==> src/rtl/nibble_descrambler.sv <==
// Framed nibble descrambler: XORs each accepted 4-bit nibble with a 7-bit additive LFSR keystream (x^7+x^6+1).
// Optional frame check enabled by defining DESCR_PARITY_CHK_EN (adds par_ok/par_err ports).
module nibble_descrambler #(
    parameter logic [6:0] SEED_DEFAULT = 7'h7F
) (
    input  logic       clk,
    input  logic       rst_n,
    input  logic       start,
    input  logic [6:0] seed,
    input  logic       in_valid,
    output logic       in_ready,
    input  logic [3:0] in_data,
    input  logic       in_last,
    output logic       out_valid,
    input  logic       out_ready,
    output logic [3:0] out_data,
    output logic       out_last,
    output logic       busy
`ifdef DESCR_PARITY_CHK_EN
    ,
    output logic       par_ok,
    output logic       par_err
`endif
);

    typedef enum logic {IDLE = 1'b0, RUN = 1'b1} state_t;

    state_t     state;
    state_t     state_next;
    logic [6:0] lfsr;
    logic [6:0] lfsr_next;
    logic [3:0] key;
    logic [3:0] plain;
    logic       accept;

    // Handshake: a nibble transfers on a cycle where in_valid && in_ready; out_data/out_last
    // stay stable while out_valid && !out_ready. start blocks acceptance in its own cycle.
    assign accept = in_valid && in_ready;
    assign plain  = in_data ^ key;

    always_ff @(posedge clk or negedge rst_n) begin
        if (!rst_n) begin
            state <= IDLE;
        end else begin
            state <= state_next;
        end
    end

    always_comb begin
        state_next = state;
        if (start) begin
            state_next = RUN;
        end else if (state == RUN && accept && in_last) begin
            state_next = IDLE;
        end
    end

    always_comb begin
        busy     = (state == RUN);
        in_ready = (state == RUN) && !start && (!out_valid || out_ready);
    end

    // Four LFSR steps per nibble; the first feedback bit becomes key[3].
    always_comb begin
        logic [6:0] s;
        logic       fb;
        s   = lfsr;
        fb  = 1'b0;
        key = 4'h0;
        for (int i = 3; i >= 0; i--) begin
            fb     = s[6] ^ s[5];
            key[i] = fb;
            s      = {s[5:0], fb};
        end
        lfsr_next = s;
    end

    always_ff @(posedge clk or negedge rst_n) begin
        if (!rst_n) begin
            lfsr <= SEED_DEFAULT;
        end else if (start) begin
            lfsr <= (seed == 7'h00) ? SEED_DEFAULT : seed;
        end else if (accept) begin
            lfsr <= lfsr_next;
        end
    end

    // Single output register; a restart leaves any pending nibble in place.
    always_ff @(posedge clk or negedge rst_n) begin
        if (!rst_n) begin
            out_valid <= 1'b0;
            out_data  <= 4'h0;
            out_last  <= 1'b0;
        end else if (accept) begin
            out_valid <= 1'b1;
            out_data  <= plain;
            out_last  <= in_last;
        end else if (out_ready) begin
            out_valid <= 1'b0;
        end
    end

`ifdef DESCR_PARITY_CHK_EN
    logic [3:0] acc;

    always_ff @(posedge clk or negedge rst_n) begin
        if (!rst_n) begin
            acc     <= 4'h0;
            par_ok  <= 1'b0;
            par_err <= 1'b0;
        end else begin
            if (start) begin
                acc <= 4'h0;
            end else if (accept && !in_last) begin
                acc <= acc ^ plain;
            end
            par_ok  <= accept && in_last && (plain == acc);
            par_err <= accept && in_last && (plain != acc);
        end
    end
`endif

endmodule

==> config.mk <==
export PLATFORM = sky130hd
export DESIGN_NAME = nibble_descrambler
export DESIGN_NICKNAME = d
export VERILOG_FILES = /design/src/rtl/nibble_descrambler.sv
export SDC_FILE = /design/constraint.sdc
export NUM_CORES = 1
export LEC_CHECK = 0
export CAP_MARGIN = 10
export CORE_UTILIZATION = 25
export CTS_BUF_LIST = sky130_fd_sc_hd__clkbuf_4 sky130_fd_sc_hd__clkbuf_8
export DETAILED_ROUTE_END_ITERATION = 12
export PLACE_DENSITY = 0.51
export SETUP_SLACK_MARGIN = 0.3
export SLEW_MARGIN = 15
export SYNTH_ARGS = -nofsm -noshare
export SYNTH_HDL_FRONTEND = slang
export SYNTH_SLANG_ARGS = --single-unit
export TNS_END_PERCENT = 30
==> constraint.sdc <==
create_clock -name clk -period 1.6 [get_ports clk]
set_input_delay 0.32 -clock clk [delete_from_list [all_inputs] [get_ports clk]]
set_output_delay 0.32 -clock clk [all_outputs]
set_load 0.02 [all_outputs]
Yosys cells after proc, flatten, opt, wreduce, memory -nomap -nowiden
Cells that the tools add are included.

Output and inout port bits: 8. Logic and storage cells: 29. RAM bits: 0. ROM bits: 0. Input bits: 17. Memories kept: 0. Bits in latches: 0. Register bits: 14.

Equal/unequal tests: 0. Divide/modulo/power cells: 0. Muxes and demuxes: 7. Reduce and logical (&&, ||, !) cells: 12. $mul: 0. Bitwise gates (word level): 5. Order comparisons: 0. Shift operators: 0. Add/subtract/negate cells: 0.

Operator list (number): $mux W7 (3); $logic_not A7 Y1 (1); $reduce_bool A2 Y1 (3); $logic_and A1 B1 Y1 (5); $mux W1 (4); $xor A1 B1 Y1 (4); $xor A4 B4 Y4 (1); $logic_not A1 Y1 (2); $logic_or A1 B1 Y1 (1).

Longest topological paths before layout
Word-level depth: 8. Mapped depth: 4.

Worst setup path after synthesis
No wires, ideal clock.

Path kind: register to output. From: reg out_valid. To: out in_ready. Path buffers: 1. Stages on the path, launching flop included: 4. Arrival: 1016 ps. Path slack: 264 ps. Required time: 1280 ps. Cells stage by stage: dfrtp_1 -> nand2b_4 -> buf_2 -> and2_1.

Longest elaborated chain between the ends: 3.

Ends and longest elaborated chain: start, declared (RTL line 14) `output logic out_valid,`; start signal, assigned (RTL line 91) `out_valid <= 1'b0;`; start signal, assigned (RTL line 95) `out_valid <= 1'b1;`; start signal, assigned (RTL line 99) `out_valid <= 1'b0;`; $logic_not A1 Y1 (RTL line 60) `in_ready = (state == RUN) && !start && (!out_valid || out_ready);`; $logic_or A1 B1 Y1 (RTL line 60); $logic_and A1 B1 Y1 (RTL line 60); end, declared (RTL line 11) `output logic in_ready,`.

Every way passes these cells.

Worst setup path in the final report
From: reg state, in the netlist busy. To: out in_ready.

Longest elaborated chain between the ends: 2.

Ends and longest elaborated chain: start, declared (RTL line 28) `state_t state;`; start signal, assigned (RTL line 45) `state <= state_next;`; $logic_and A1 B1 Y1 (2 in a row) (RTL line 60).

Every way passes these cells.

==> results.json <==
{
  "status": "completed",
  "core_area_um2": 3078,
  "tns_ns": 0,
  "cp_max_fo": 2,
  "yosysWarnings": 0,
  "grt_pass1_vias": 688,
  "postSynthCellCount": 69,
  "synth_edf_count": 0,
  "finalMaxSlewViolations": 0,
  "crit_path_start": "busy$_DFFE_PN0P_",
  "grt_pass1_wl_um": 3084,
  "ir_drop_v": 0.0004251,
  "hold_viol": 0,
  "grt_max_degree": 17,
  "post-route-period-util_pct": 85.20,
  "gp_congestion": 0.7119,
  "clkPwrFrac_pct": 19.8,
  "seq_area_frac_synth_pct": 43.75,
  "dr.max_layer_used": "met4",
  "portBuffers": 24,
  "gr-total-overflow": 0,
  "yosysTopAreaCell": "dfstp_2",
  "p_comb_share_pct": 36.6,
  "synth_top_area_share_pct": 22.41,
  "seqPwrFrac_pct": 43.6,
  "io_pins": 25,
  "first_pass_iters": 4,
  "final_cells": 145,
  "yosysUniqueCellTypes": 22,
  "setup_viol": 0,
  "drt_iter0_drc": 14,
  "die_y_um": 59.30,
  "worst_skew_pair.late_latency_ns": 0.28,
  "met3WireLength_um": 85,
  "rsz0062_at_grt": "yes",
  "synthArstFlopShare_pct": 100.0,
  "cap_viol_max_count": 0,
  "rrSetupSlack_ns": 0.32,
  "critPathRequiredTime_ns": 1.28,
  "synth_flop_cell": "dfstp_2",
  "placedCellCount": 140,
  "wl_per_cell_um": 12.13,
  "track_usage_pct": 11.75,
  "cp_data_arrival_time_ns": 1.04,
  "power_mw": 1.150,
  "end_kind": "primary output",
  "vias": 649,
  "hpwl_um": 1339,
  "diodes": 0,
  "synth_nets": 86,
  "hold_buffers": 0,
  "maxSlewHeadroom_pct": 80.77,
  "clkSinkCount": 14,
  "max_freq_ghz": 0.7336,
  "clock_path_buffers": 2,
  "switchingPower_uw": 374.2,
  "cts_made_buffers": 3,
  "num_rows": 20,
  "synth_most_common_cell": "xor2_1",
  "synth_area_um2": 820.8,
  "drc_errors": 0,
  "skew_ns": 0.007309,
  "fin_nets": 119,
  "period_needed_ns": 1.363,
  "ant_nets": 0,
  "tritoncts": "built",
  "hp-class": "input pin to asynchronous set/reset pin",
  "met2_length_um": 829,
  "viasPerCell": 4.476,
  "path_class": "register to primary output",
  "cp-start-kind": "register",
  "finalInstanceArea_um2": 1175,
  "r2r-start": "lfsr[3]$_DFFE_PN1P_",
  "p_int_uw": 776.2,
  "avgSynthCellArea_um2": 11.90,
  "wl_um": 1759,
  "ys_top_cells_by_area": "dfstp_2 22%, dfrtp_1 21%, xor2_1 8.5%",
  "tightest_slew_ns": 0.2875,
  "antenna_found_initial": 0,
  "fillCellCount": 323,
  "drive_above_1_share_pct": 34.65,
  "start_util_pct": 26.67,
  "die_width_um": 59.30,
  "cts_max_level": 1,
  "wl_met1_um": 830,
  "worst_r2r_endpoint": "out_data[1]$_DFFE_PN0P_",
  "clkTransAtPathRegs_ns": 0.09,
  "reg2regPathDepth": 3,
  "p_leak_nw": 0.4919,
  "finish.utilization_pct": 38.17,
  "switching_share_pct": 32.53,
  "ys_ff_latch": 14,
  "powerDensity_nw_per_um2": 979.2,
  "crit_end": "in_ready",
  "place_area_um2": 1144,
  "clockRootBuffer": "clkbuf_4",
  "die_area_um2": 3516,
  "area_delta_synth_final_pct": 43.14
}
-- per-layer routing --
metal | vias to the layer above | global-route usage [%]
met3 | 2 | 2.183
met2 | 17 | 18.94
met1 | 310 | 15.71
met4 | 0 | 4.082
li1 | 320 | -
met5 | - | 0
-- logic make-up (layout without fill, tap and decap cells) --
logic type             after synthesis  after routing  share of synthesized area [%]
buffers and inverters                3             35                          2.438
multiplexers                         4              4                          5.487
XOR/XNOR                             8              8                          8.537
AND/OR/NAND/NOR                     16             16                          18.60
flip-flops                          14             14                          43.75
AO/OA/AOI/OAI                       24             24                          21.19
-- registers in the layout (all words and copies together) (netlist names) --
name,cells
busy,1
out_last,1
out_data,4
out_valid,1
lfsr,7
-- worst min-delay path by stage --
stage                         endpoint           startpoint  cells after the start  slack (ns)
2_1_floorplan         busy$_DFFE_PN0P_                rst_n                      0        0.02
3_3_place_gp       lfsr[0]$_DFFE_PN1P_  lfsr[0]$_DFFE_PN1P_                      1        0.47
3_5_place_dp       lfsr[0]$_DFFE_PN1P_  lfsr[0]$_DFFE_PN1P_                      1        0.47
4_1_cts        out_data[1]$_DFFE_PN0P_                rst_n                      1        0.25
5_1_grt        out_data[1]$_DFFE_PN0P_                rst_n                      1        0.26
6_report       out_data[1]$_DFFE_PN0P_                rst_n                      1        0.25
-- layout by cell type (no fill, tap or decap), drive strengths merged, types with 2 or more instances in the layout --
cell type	Yosys	final
clkbuf	0	4
dlygate4sd2	0	5
xor2	8	8
a31oi	7	7
or2b	3	3
dlymetal6s2s	0	2
dfstp	7	7
clkdlybuf4s50	0	12
nand2b	5	5
clkdlybuf4s15	0	2
dfrtp	7	7
buf	3	10
mux2	4	4
a21oi	8	8
o2bb2ai	7	7
and2	2	2
-- layout make-up --
class	count	area [µm²]	share of cell area, %
timing repair buffer	31	282.8	24.07
sequential	14	360.3	30.67
clock buffer	4	30.03	2.556
tap	44	55.05	4.686
multi-input combinational	52	446.7	38.02
-- power by group through the flow --
stage / registers (mW) / clock network [mW] / logic (mW)
6_report: 0.501 / 0.228 / 0.421
5_1_grt: 0.516 / 0.256 / 0.458
4_1_cts: 0.503 / 0.237 / 0.427
3_5_place_dp: 0.509 / 0 / 0.460
3_3_place_gp: 0.508 / 0 / 0.458
2_1_floorplan: 0.575 / 0 / 0.175
-- metrics by stage --
| step | worst slack [ns] | hold WS [ns] |
|---|---|---|
| 2_1_floorplan | 0.3318 | 0.02441 |
| 3_3_place_gp | -0.3938 | 0.4702 |
| 3_5_place_dp | -0.3959 | 0.4722 |
| 4_1_cts | 0.2212 | 0.2501 |
| 5_1_grt | 0.1761 | 0.2552 |
| 6_report | 0.2368 | 0.2478 |
-- timing repair --
action / CTS / global route
gates resized for setup: 24 / 4
setup buffers: 0 / 1
setup endpoints to repair: 18 / 17
pin swaps: 1 / 3
gates cloned: 0 / 0
-- worst max-delay path, cell delays in order, from the launching register on --
cell and delay (ns):
dfrtp_1 0.38, nor2b_4 0.13, and2_4 0.13, buf_6 0.12
No activity file was read; power rests on OpenSTA's default activity.
